[src/rtl/imem_server_if.sv]
// CPU-side bundle of the instruction/data memory server:
// fetch address and instruction plus the MEM-stage data handshake.
interface imem_server_if;
    logic [15:0] pc_i;
    logic [15:0] instr_o;
    logic        stall_pc_o;
    logic        mem_rd_i;
    logic        mem_wr_i;
    logic [15:0] mem_addr_i;
    logic [15:0] mem_wdata_i;
    logic [15:0] mem_rdata_o;
    logic        mem_done_o;

    modport master (
        output pc_i, mem_rd_i, mem_wr_i, mem_addr_i, mem_wdata_i,
        input  instr_o, stall_pc_o, mem_rdata_o, mem_done_o
    );

    modport slave (
        input  pc_i, mem_rd_i, mem_wr_i, mem_addr_i, mem_wdata_i,
        output instr_o, stall_pc_o, mem_rdata_o, mem_done_o
    );
endinterface

[src/rtl/imem_server.sv]
// Single-port async SRAM server: instruction fetch every cycle,
// with data reads/writes from the MEM stage stealing the bus.
module imem_server #(
    parameter logic [15:0] NOP_INSTR = 16'h0800,
    parameter int          RAM_AW    = 18,
    parameter int          WE_CYCLES = 1
) (
    input  logic              CLK,
    input  logic              RST,
    imem_server_if.slave      bus,
    output logic [RAM_AW-1:0] ram_addr_o,
    output logic [15:0]       ram_data_o,
    output logic              ram_data_oe_o,
    input  logic [15:0]       ram_data_i,
    output logic              ram_ce_n_o,
    output logic              ram_oe_n_o,
    output logic              ram_we_n_o
);

    typedef enum logic [2:0] {
        FETCH,
        RD,
        WR_SETUP,
        WR_PULSE,
        WR_HOLD
    } state_t;

    localparam logic [1:0] PULSE_LOAD = 2'(WE_CYCLES - 1);

    state_t      state_q, state_d;
    logic [1:0]  cnt_q, cnt_d;
    logic        done_q, done_d;
    logic [15:0] rdata_q;
    logic        rd_cap;
    logic [15:0] addr;

    always_ff @(posedge CLK) begin
        if (!RST) begin
            state_q <= FETCH;
            cnt_q   <= 2'd0;
            done_q  <= 1'b0;
            rdata_q <= 16'h0000;
        end else begin
            state_q <= state_d;
            cnt_q   <= cnt_d;
            done_q  <= done_d;
            if (rd_cap) rdata_q <= ram_data_i;
        end
    end

    always_comb begin
        state_d       = state_q;
        cnt_d         = cnt_q;
        done_d        = 1'b0;
        rd_cap        = 1'b0;
        addr          = bus.mem_addr_i;
        ram_data_o    = bus.mem_wdata_i;
        ram_data_oe_o = 1'b0;
        ram_ce_n_o    = 1'b0;
        ram_oe_n_o    = 1'b0;
        ram_we_n_o    = 1'b1;
        bus.instr_o    = NOP_INSTR;
        bus.stall_pc_o = 1'b1;

        unique case (state_q)
            FETCH: begin
                addr           = bus.pc_i;
                bus.instr_o    = ram_data_i;
                bus.stall_pc_o = 1'b0;
                // the requester is still dropping its request while done is high
                if (!done_q) begin
                    if (bus.mem_wr_i)      state_d = WR_SETUP;
                    else if (bus.mem_rd_i) state_d = RD;
                end
            end
            RD: begin
                rd_cap  = 1'b1;
                done_d  = 1'b1;
                state_d = FETCH;
            end
            WR_SETUP: begin
                ram_oe_n_o    = 1'b1;
                ram_data_oe_o = 1'b1;
                cnt_d         = PULSE_LOAD;
                state_d       = WR_PULSE;
            end
            WR_PULSE: begin
                ram_oe_n_o    = 1'b1;
                ram_we_n_o    = 1'b0;
                ram_data_oe_o = 1'b1;
                if (cnt_q == 2'd0) state_d = WR_HOLD;
                else               cnt_d   = cnt_q - 2'd1;
            end
            WR_HOLD: begin
                ram_oe_n_o    = 1'b1;
                ram_data_oe_o = 1'b1;
                done_d        = 1'b1;
                state_d       = FETCH;
            end
            default: begin
                state_d = FETCH;
            end
        endcase

        // reset forces the pins idle at once, aborting any write pulse
        if (!RST) begin
            ram_ce_n_o     = 1'b1;
            ram_oe_n_o     = 1'b1;
            ram_we_n_o     = 1'b1;
            ram_data_oe_o  = 1'b0;
            bus.instr_o    = NOP_INSTR;
            bus.stall_pc_o = 1'b1;
        end
    end

    assign ram_addr_o      = RAM_AW'(addr);
    assign bus.mem_rdata_o = rdata_q;
    assign bus.mem_done_o  = done_q;

endmodule

[src/flat_wrapper.sv]
// flat-port wrapper written by rule: the top's interface ports become plain ports
module imem_server_flat 
#(
    parameter logic [15:0] NOP_INSTR = 16'h0800,
    parameter int          RAM_AW    = 18,
    parameter int          WE_CYCLES = 1
)
  (CLK, RST, ram_addr_o, ram_data_o, ram_data_oe_o, ram_data_i, ram_ce_n_o, ram_oe_n_o, ram_we_n_o, bus_pc_i, bus_mem_rd_i, bus_mem_wr_i, bus_mem_addr_i, bus_mem_wdata_i, bus_instr_o, bus_stall_pc_o, bus_mem_rdata_o, bus_mem_done_o);
  imem_server_if bus_i ();
  input  logic CLK;
  input  logic RST;
  output logic [RAM_AW-1:0] ram_addr_o;
  output logic [15:0] ram_data_o;
  output logic ram_data_oe_o;
  input  logic [15:0] ram_data_i;
  output logic ram_ce_n_o;
  output logic ram_oe_n_o;
  output logic ram_we_n_o;
  input wire logic [$bits(bus_i.pc_i)-1:0] bus_pc_i;
  input wire logic [$bits(bus_i.mem_rd_i)-1:0] bus_mem_rd_i;
  input wire logic [$bits(bus_i.mem_wr_i)-1:0] bus_mem_wr_i;
  input wire logic [$bits(bus_i.mem_addr_i)-1:0] bus_mem_addr_i;
  input wire logic [$bits(bus_i.mem_wdata_i)-1:0] bus_mem_wdata_i;
  output wire logic [$bits(bus_i.instr_o)-1:0] bus_instr_o;
  output wire logic [$bits(bus_i.stall_pc_o)-1:0] bus_stall_pc_o;
  output wire logic [$bits(bus_i.mem_rdata_o)-1:0] bus_mem_rdata_o;
  output wire logic [$bits(bus_i.mem_done_o)-1:0] bus_mem_done_o;
  assign bus_i.pc_i = bus_pc_i;
  assign bus_i.mem_rd_i = bus_mem_rd_i;
  assign bus_i.mem_wr_i = bus_mem_wr_i;
  assign bus_i.mem_addr_i = bus_mem_addr_i;
  assign bus_i.mem_wdata_i = bus_mem_wdata_i;
  assign bus_instr_o = bus_i.instr_o;
  assign bus_stall_pc_o = bus_i.stall_pc_o;
  assign bus_mem_rdata_o = bus_i.mem_rdata_o;
  assign bus_mem_done_o = bus_i.mem_done_o;
  imem_server #(.NOP_INSTR(NOP_INSTR), .RAM_AW(RAM_AW), .WE_CYCLES(WE_CYCLES)) u_core (.CLK(CLK), .RST(RST), .bus(bus_i), .ram_addr_o(ram_addr_o), .ram_data_o(ram_data_o), .ram_data_oe_o(ram_data_oe_o), .ram_data_i(ram_data_i), .ram_ce_n_o(ram_ce_n_o), .ram_oe_n_o(ram_oe_n_o), .ram_we_n_o(ram_we_n_o));
endmodule
[config.mk]
export PLATFORM = sky130hd
export DESIGN_NAME = imem_server_flat
export DESIGN_NICKNAME = d
export VERILOG_FILES = /design/src/rtl/imem_server_if.sv /design/src/rtl/imem_server.sv /design/src/flat_wrapper.sv
export SDC_FILE = /design/constraint.sdc
export NUM_CORES = 1
export LEC_CHECK = 0
export ABC_AREA = 0
export BUFFER_PORTS_ARGS = -buffer_cell sky130_fd_sc_hd__buf_2
export CORE_MARGIN = 1.5
export CORE_UTILIZATION = 35
export CTS_BUF_LIST = sky130_fd_sc_hd__clkbuf_16
export DETAILED_ROUTE_END_ITERATION = 8
export HOLD_SLACK_MARGIN = 0.05
export PLACE_DENSITY_LB_ADDON = 0.1
export SETUP_SLACK_MARGIN = 0.02
export SLEW_MARGIN = 20
export SYNTH_ARGS = -nofsm -noshare
export SYNTH_HDL_FRONTEND = slang
export SYNTH_SLANG_ARGS = --single-unit
[constraint.sdc]
create_clock -name CLK -period 1.8 [get_ports CLK]
set_input_delay 0.09 -clock CLK [delete_from_list [all_inputs] [get_ports CLK]]
set_output_delay 0.09 -clock CLK [all_outputs]
set_load 0.1 [all_outputs]
==> flow_results.xml, run 1 <==
<?xml version="1.0" encoding="UTF-8"?>
<metrics>
  <group name="outcome">
    <metric name="outcome" unit="">finished clean</metric>
  </group>
  <group name="synthesis">
    <metric name="flip_flop_and_latch_count_after_synthesis" unit="">22</metric>
    <metric name="syn_area" unit="um^2">1340</metric>
    <metric name="synth.yosys.seq_area_share" unit="%">32.9</metric>
    <metric name="post_synthesis_cell_type_count" unit="">29</metric>
    <metric name="synthCells" unit="">166</metric>
    <metric name="synth_enable_flop_cells" unit="">0</metric>
    <metric name="async_flop_share" unit="%">0</metric>
    <metric name="syn_avg_cell_area" unit="um^2">8.07</metric>
    <metric name="yosys_most_used_dff" unit="">sky130_fd_sc_hd__dfxtp_1</metric>
    <metric name="synth.yosys.warnings" unit="">0</metric>
  </group>
  <group name="cells_and_area">
    <metric name="flow.area_growth_from_synthesis" unit="%">64.4</metric>
    <metric name="final_cell_area" unit="um^2">2200</metric>
    <metric name="instances_no_fill" unit="">298</metric>
    <metric name="filler_cell_count" unit="">335</metric>
    <metric name="final_layout_size_suffix_gt1_share" unit="%">58.0</metric>
    <metric name="mostFrequentLayoutCell" unit="">sky130_fd_sc_hd__buf_2</metric>
    <metric name="diodes" unit="">0</metric>
    <metric name="most-common-layout-cells" unit="">sky130_fd_sc_hd__buf_2 (70), sky130_fd_sc_hd__dfxtp_1 (21), sky130_fd_sc_hd__nand2_1 (20), sky130_fd_sc_hd__buf_4 (20), sky130_fd_sc_hd__buf_12 (20)</metric>
    <metric name="nNetsFinal" unit="">321</metric>
  </group>
  <group name="worst_setup_path">
    <metric name="cp_cell_sequence" unit="">nor3_4 -&gt; buf_12 -&gt; mux2_2 -&gt; buf_4</metric>
    <metric name="crit_type" unit="">flip-flop to output port</metric>
    <metric name="critPathBufInv" unit="">2</metric>
    <metric name="r2r_cells" unit="">3</metric>
    <metric name="worstSetupPathDepth" unit="">4</metric>
    <metric name="worstSetupEndpointType" unit="">output port</metric>
    <metric name="timing.critical_path.from_type" unit="">flip-flop</metric>
    <metric name="critPathSlowestCell" unit="">sky130_fd_sc_hd__dfxtp_1</metric>
    <metric name="cp_top_family" unit="">buffers and inverters</metric>
    <metric name="critPathMaxStageDelay" unit="ps">390</metric>
    <metric name="crit_fanout" unit="">16</metric>
    <metric name="worstPathArrival" unit="ps">1640</metric>
    <metric name="crit_path_required_time" unit="ps">1710</metric>
  </group>
  <group name="clock_network">
    <metric name="clock_tree.root_cell" unit="">sky130_fd_sc_hd__clkbuf_16</metric>
    <metric name="path_clk_slew" unit="ps">60</metric>
    <metric name="cts-root-to-sink-buffers" unit="">2</metric>
    <metric name="cts_buffers" unit="">3</metric>
    <metric name="clock-sinks" unit="">22</metric>
    <metric name="cts_max_level" unit="">1</metric>
    <metric name="tritoncts" unit="">built</metric>
    <metric name="cts_resized" unit="">4</metric>
    <metric name="post_cts.repair.setup_buffers" unit="">0</metric>
    <metric name="skew_pair_late_insertion_delay" unit="ps">250</metric>
    <metric name="cts_hold_buffers" unit="">0</metric>
  </group>
  <group name="sta">
    <metric name="final_period_minus_worst_setup_slack" unit="ps">1730</metric>
    <metric name="setup_repair_after_global_routing_missed_its_margin" unit="">no</metric>
    <metric name="finalSetupViolations" unit="">0</metric>
    <metric name="setup-tns-final" unit="ps">0</metric>
    <metric name="min_period_over_period" unit="%">96.2</metric>
    <metric name="timing.final.hold_violations" unit="">0</metric>
    <metric name="timing.fmax" unit="MHz">577</metric>
    <metric name="holdWs" unit="ps">63.7</metric>
    <metric name="slew_violations" unit="">0</metric>
    <metric name="fin_worst_skew" unit="ps">1.19</metric>
  </group>
  <group name="placement">
    <metric name="detailed_place.area" unit="um^2">2090</metric>
    <metric name="placement.io_buffers" unit="">105</metric>
    <metric name="post-dp-hpwl" unit="um">3040</metric>
    <metric name="post-place-cells" unit="">295</metric>
    <metric name="gp_congestion" unit="">0.735</metric>
  </group>
  <group name="pwr">
    <metric name="worst_ir_drop_vdd" unit="mV">0.448</metric>
    <metric name="power.share.combinational" unit="%">57.4</metric>
    <metric name="switchingPower" unit="uW">1170</metric>
    <metric name="clkPwrFrac" unit="%">19.5</metric>
    <metric name="total_power" unit="uW">2340</metric>
    <metric name="static-leakage-power" unit="uW">0.00107</metric>
    <metric name="power_per_cell_area" unit="nW/um^2">1060</metric>
    <metric name="intPower" unit="uW">1170</metric>
    <metric name="power.share.sequential" unit="%">23.0</metric>
    <metric name="switching_share" unit="%">50.1</metric>
  </group>
  <group name="drt">
    <metric name="wirelength" unit="um">3930</metric>
    <metric name="drc" unit="">0</metric>
    <metric name="viasPerCell" unit="">4.76</metric>
    <metric name="routedWlPerCell" unit="um">13.2</metric>
    <metric name="routed-via-count" unit="">1418</metric>
    <metric name="first_iter_violations" unit="">26</metric>
    <metric name="count_of_antenna_violating_nets_left_after_detailed_routing" unit="">0</metric>
    <metric name="drt-pass1-iter-count" unit="">4</metric>
  </group>
  <group name="global_route">
    <metric name="grt_max_degree" unit="">33</metric>
    <metric name="global_route_wire_length_before_repair" unit="um">5890</metric>
    <metric name="vias_in_the_first_global_route" unit="">1290</metric>
    <metric name="antenna_found_initial" unit="">0</metric>
    <metric name="gr-total-overflow" unit="">0</metric>
    <metric name="grt_usage" unit="%">18.0</metric>
  </group>
  <group name="worst_hold_path">
    <metric name="holdPathStages" unit="">3</metric>
    <metric name="timing.hold.worst.class" unit="">input pin to flip-flop</metric>
  </group>
  <group name="floorplan">
    <metric name="num_io_pins" unit="">140</metric>
    <metric name="die_area" unit="um^2">4210</metric>
    <metric name="start_util" unit="%">36.6</metric>
    <metric name="coreArea" unit="um^2">3660</metric>
    <metric name="die-width" unit="um">64.9</metric>
    <metric name="rows" unit="">22</metric>
    <metric name="die_height" unit="um">64.9</metric>
  </group>
  <group name="job">
    <metric name="max_cap_viol_count" unit="">0</metric>
  </group>
</metrics>
[cells by family (layout without fill, tap and decap cells)]
kind of cell               Yosys count  in the layout  synth area share [%]
AOI/OAI and AO/OA                   23             23                  9.43
xor gates and xnor gates             1              1                 0.654
DFF                                 22             22                  32.9
muxes                               16             16                  13.4
other                                1              2                 0.280
and+or+nand+nor                     67             67                  26.2
buffers and inverters               35            118                  16.2
adders and majority gates            1              1                 0.934
[registers in the layout, summed over array words and instances (netlist names)]
signal                  count
u_core.state_q              3
u_core.cnt_q                2
u_core.bus.mem_rdata_o     16
u_core.bus.mem_done_o       1
[Yosys cell counts (2+ instances only)]
library cell	count	area, um^2
sky130_fd_sc_hd__buf_1	2	7.51
sky130_fd_sc_hd__clkbuf_1	3	11.3
sky130_fd_sc_hd__nand2_1	20	75.1
sky130_fd_sc_hd__nand3_1	18	90.1
sky130_fd_sc_hd__mux2_2	16	180
sky130_fd_sc_hd__nor2b_1	3	18.8
sky130_fd_sc_hd__inv_1	5	18.8
sky130_fd_sc_hd__buf_2	5	25.0
sky130_fd_sc_hd__nor2_1	5	18.8
sky130_fd_sc_hd__o21ai_0	17	85.1
sky130_fd_sc_hd__buf_4	19	143
sky130_fd_sc_hd__dfxtp_1	22	440
sky130_fd_sc_hd__and3_1	15	93.8
[power by group through the flow]
stage	Sequential [uW]	Clock (uW)	Combinational [uW]
floorplan	695	0	1030
global placement	549	0	1310
detailed placement	549	0	1320
CTS	539	474	1330
global route	543	496	1390
finish	539	458	1350
[path summary, 6_finish.rpt]
| check | slack (ps) | startpoint | endpoint |
|---|---|---|---|
| max reg2reg | 490 | u_core.state_q[1] | u_core.cnt_q[1] |
| min | 60 | ram_data_i[14] | u_core.bus.mem_rdata_o[14] |
| max | 70 | u_core.state_q[2] | ram_addr_o[10] |
| min reg2reg | 440 | u_core.bus.mem_rdata_o[10] | u_core.bus.mem_rdata_o[10] |
[worst min-delay path, cell delays in order]
cell	delay [ps]
sky130_fd_sc_hd__buf_2	80
sky130_fd_sc_hd__nand3_1	50
sky130_fd_sc_hd__o21ai_0	60
[through the flow]
step / setup slack (ps) / util [%]
after floorplan: 78.2 / -
after global placement: 304 / 57.0
after detailed placement: 270 / 57.0
after CTS: 20.0 / 59.3
after global routing: 26.9 / 60.2
final: 67.9 / 60.2
[layer usage]
metal	part of all wire [%]	track usage [%]	routed length, um
met1	37	18.6	1470
met2	49	32.0	1910
met3	12	7.81	452
met4	2.4	6.91	94
met5	0	0	0
[cell type report]
| cell class | count | area (um^2) | area share [%] |
|---|---|---|---|
| timing repair buffer | 110 | 901 | 40.9 |
| multi-input combinational | 110 | 707 | 32.1 |
| sequential | 22 | 442 | 20.0 |
| clock buffer | 3 | 75.1 | 3.41 |
| tap | 48 | 60.1 | 2.73 |
| inverter | 5 | 18.8 | 0.852 |
(Power assumes the default switching activity.)
==> run 2: changes to the inputs <==
--- a/config.mk
+++ b/config.mk
@@ -13,6 +13,7 @@
 export DETAILED_ROUTE_END_ITERATION = 8
 export HOLD_SLACK_MARGIN = 0.05
 export PLACE_DENSITY_LB_ADDON = 0.1
+export RECOVER_POWER = 50
 export SETUP_SLACK_MARGIN = 0.02
 export SLEW_MARGIN = 20
 export SYNTH_ARGS = -nofsm -noshare
==> run 2 against run 1 <==
Net effect: fmax fell by 0.37%; critical endpoint unchanged; global-route usage did not move; combinational power barely moved; clock skew barely moved; via count fell by 0.14%; final area fell by 1.2%; utilization fell by 0.75 points; setup slack got worse by 6.4 ps.
==> flow_results.xml, run 2 (synthesized netlist as in run 1, its figures left out) <==
<?xml version="1.0" encoding="UTF-8"?>
<metrics>
  <group name="floorplan">
    <metric name="coreArea" unit="um^2">3660</metric>
    <metric name="die_height" unit="um">64.9</metric>
    <metric name="start_util" unit="%">36.6</metric>
    <metric name="rows" unit="">22</metric>
    <metric name="die-width" unit="um">64.9</metric>
    <metric name="die_area" unit="um^2">4210</metric>
    <metric name="num_io_pins" unit="">140</metric>
  </group>
  <group name="global_route">
    <metric name="grt_max_degree" unit="">33</metric>
    <metric name="gr-total-overflow" unit="">0</metric>
    <metric name="global_route_wire_length_before_repair" unit="um">5890</metric>
    <metric name="grt_usage" unit="%">18.0</metric>
    <metric name="vias_in_the_first_global_route" unit="">1290</metric>
    <metric name="antenna_found_initial" unit="">0</metric>
  </group>
  <group name="sta">
    <metric name="final_period_minus_worst_setup_slack" unit="ps">1740</metric>
    <metric name="timing.final.hold_violations" unit="">0</metric>
    <metric name="finalSetupViolations" unit="">0</metric>
    <metric name="slew_headroom" unit="%">22.2</metric>
    <metric name="worst_pin_slew" unit="ps">1170</metric>
    <metric name="min_period_over_period" unit="%">96.6</metric>
    <metric name="timing.fmax" unit="MHz">575</metric>
    <metric name="setup_repair_after_global_routing_missed_its_margin" unit="">no</metric>
    <metric name="holdWs" unit="ps">63.9</metric>
    <metric name="fin_worst_skew" unit="ps">1.20</metric>
    <metric name="setup-tns-final" unit="ps">0</metric>
    <metric name="slew_violations" unit="">0</metric>
  </group>
  <group name="worst_hold_path">
    <metric name="timing.hold.worst.class" unit="">input pin to flip-flop</metric>
  </group>
  <group name="worst_setup_path">
    <metric name="crit_type" unit="">flip-flop to output port</metric>
    <metric name="worstPathArrival" unit="ps">1650</metric>
    <metric name="worstSetupEndpointType" unit="">output port</metric>
    <metric name="regToRegSetupSlack" unit="ps">210</metric>
    <metric name="crit_path_required_time" unit="ps">1710</metric>
    <metric name="timing.critical_path.from_type" unit="">flip-flop</metric>
    <metric name="crit_fanout" unit="">16</metric>
  </group>
  <group name="outcome">
    <metric name="outcome" unit="">finished clean</metric>
  </group>
  <group name="clock_network">
    <metric name="path_clk_slew" unit="ps">60</metric>
    <metric name="skew_pair_late_insertion_delay" unit="ps">250</metric>
    <metric name="clock-sinks" unit="">22</metric>
    <metric name="cts_max_level" unit="">1</metric>
    <metric name="tritoncts" unit="">built</metric>
    <metric name="cts_buffers" unit="">3</metric>
    <metric name="clock_tree.root_cell" unit="">sky130_fd_sc_hd__clkbuf_16</metric>
    <metric name="cts-root-to-sink-buffers" unit="">2</metric>
  </group>
  <group name="cells_and_area">
    <metric name="final_layout_size_suffix_gt1_share" unit="%">51.2</metric>
    <metric name="instances_no_fill" unit="">298</metric>
    <metric name="mostFrequentLayoutCell" unit="">sky130_fd_sc_hd__buf_2</metric>
    <metric name="diodes" unit="">0</metric>
    <metric name="flow.area_growth_from_synthesis" unit="%">62.4</metric>
    <metric name="nNetsFinal" unit="">321</metric>
    <metric name="largest_reg_flops" unit="">16</metric>
    <metric name="finalCoreUtilization" unit="%">59.4</metric>
    <metric name="most-common-layout-cells" unit="">sky130_fd_sc_hd__buf_2 (52), sky130_fd_sc_hd__dfxtp_1 (22), sky130_fd_sc_hd__nand2_1 (20), sky130_fd_sc_hd__buf_12 (20), sky130_fd_sc_hd__buf_4 (19)</metric>
  </group>
  <group name="drt">
    <metric name="count_of_antenna_violating_nets_left_after_detailed_routing" unit="">0</metric>
    <metric name="top_layer_used" unit="">met4</metric>
    <metric name="viasPerCell" unit="">4.75</metric>
    <metric name="met3_wirelength" unit="um">453</metric>
    <metric name="met2_routed_wl" unit="um">1910</metric>
    <metric name="wl_met1" unit="um">1460</metric>
    <metric name="routedWlPerCell" unit="um">13.2</metric>
    <metric name="routed-via-count" unit="">1416</metric>
    <metric name="drt-pass1-iter-count" unit="">4</metric>
    <metric name="first_iter_violations" unit="">35</metric>
    <metric name="wirelength" unit="um">3930</metric>
    <metric name="drc" unit="">0</metric>
  </group>
  <group name="placement">
    <metric name="placement.io_buffers" unit="">105</metric>
    <metric name="post-place-cells" unit="">295</metric>
    <metric name="gp_congestion" unit="">0.735</metric>
    <metric name="post-dp-hpwl" unit="um">3040</metric>
  </group>
  <group name="pwr">
    <metric name="worst_ir_drop_vdd" unit="mV">0.447</metric>
    <metric name="static-leakage-power" unit="uW">0.00100</metric>
    <metric name="power_per_cell_area" unit="nW/um^2">1070</metric>
    <metric name="total_power" unit="uW">2330</metric>
  </group>
  <group name="job">
    <metric name="max_cap_viol_count" unit="">0</metric>
  </group>
</metrics>
==> run 2: power by group <==
| part | internal, uW | total, uW | leakage (uW) | switching [uW] |
|---|---|---|---|---|
| Clock | 293 | 457 | 0.0000370 | 164 |
| Combinational | 353 | 1340 | 0.000785 | 985 |
| Sequential | 514 | 539 | 0.000179 | 24.6 |
| Total | 1160 | 2330 | 0.00100 | 1170 |
==> run 2: layer usage <==
| layer | vias up | GRT usage (%) |
|---|---|---|
| met3 | 18 | 7.81 |
| met2 | 70 | 32.0 |
| li1 | 718 | - |
| met1 | 610 | 18.6 |
| met5 | - | 0 |
| met4 | 0 | 6.91 |
==> run 2: worst max-delay path: stages (launching register included) <==
cell,delay (ps)
sky130_fd_sc_hd__dfxtp_1,400
sky130_fd_sc_hd__nor3_4,230
sky130_fd_sc_hd__buf_12,170
sky130_fd_sc_hd__mux2_2,350
sky130_fd_sc_hd__buf_4,240
==> run 2: final cells by class <==
cell class              instances  area, um^2
fillers                       344        1490
well taps                      48        60.1
inverters                       5        18.8
multi-input cells             110         702
flip-flops and latches         22         440
clock buffers                   3        75.1
repair buffers                110         880
==> run 2: metrics by stage <==
stage | area, um^2 | worst slack, ps
floorplan | 1360 | 78.2
global placement | 2090 | 304
detailed placement | 2090 | 270
CTS | 2170 | 20.0
global route | 2180 | 14.3
finish | 2180 | 61.5
==> run 2: worst paths after layout <==
kind,end,startpoint,cells past startpoint
worst max-delay path,ram_addr_o[10],u_core.state_q[0],4
worst max register to register,u_core.bus.mem_rdata_o[7],u_core.state_q[0],3
worst min register to register,u_core.bus.mem_rdata_o[10],u_core.bus.mem_rdata_o[10],2
worst min-delay path,u_core.bus.mem_rdata_o[14],ram_data_i[14],3
==> run 2: timing repair <==
item,in CTS,in global routing
hold buffers,0,0
endpoints found under the hold margin,0,0
cloned,0,0
setup buffers,0,0
gates resized for setup,4,25
setup endpoints to repair,4,13
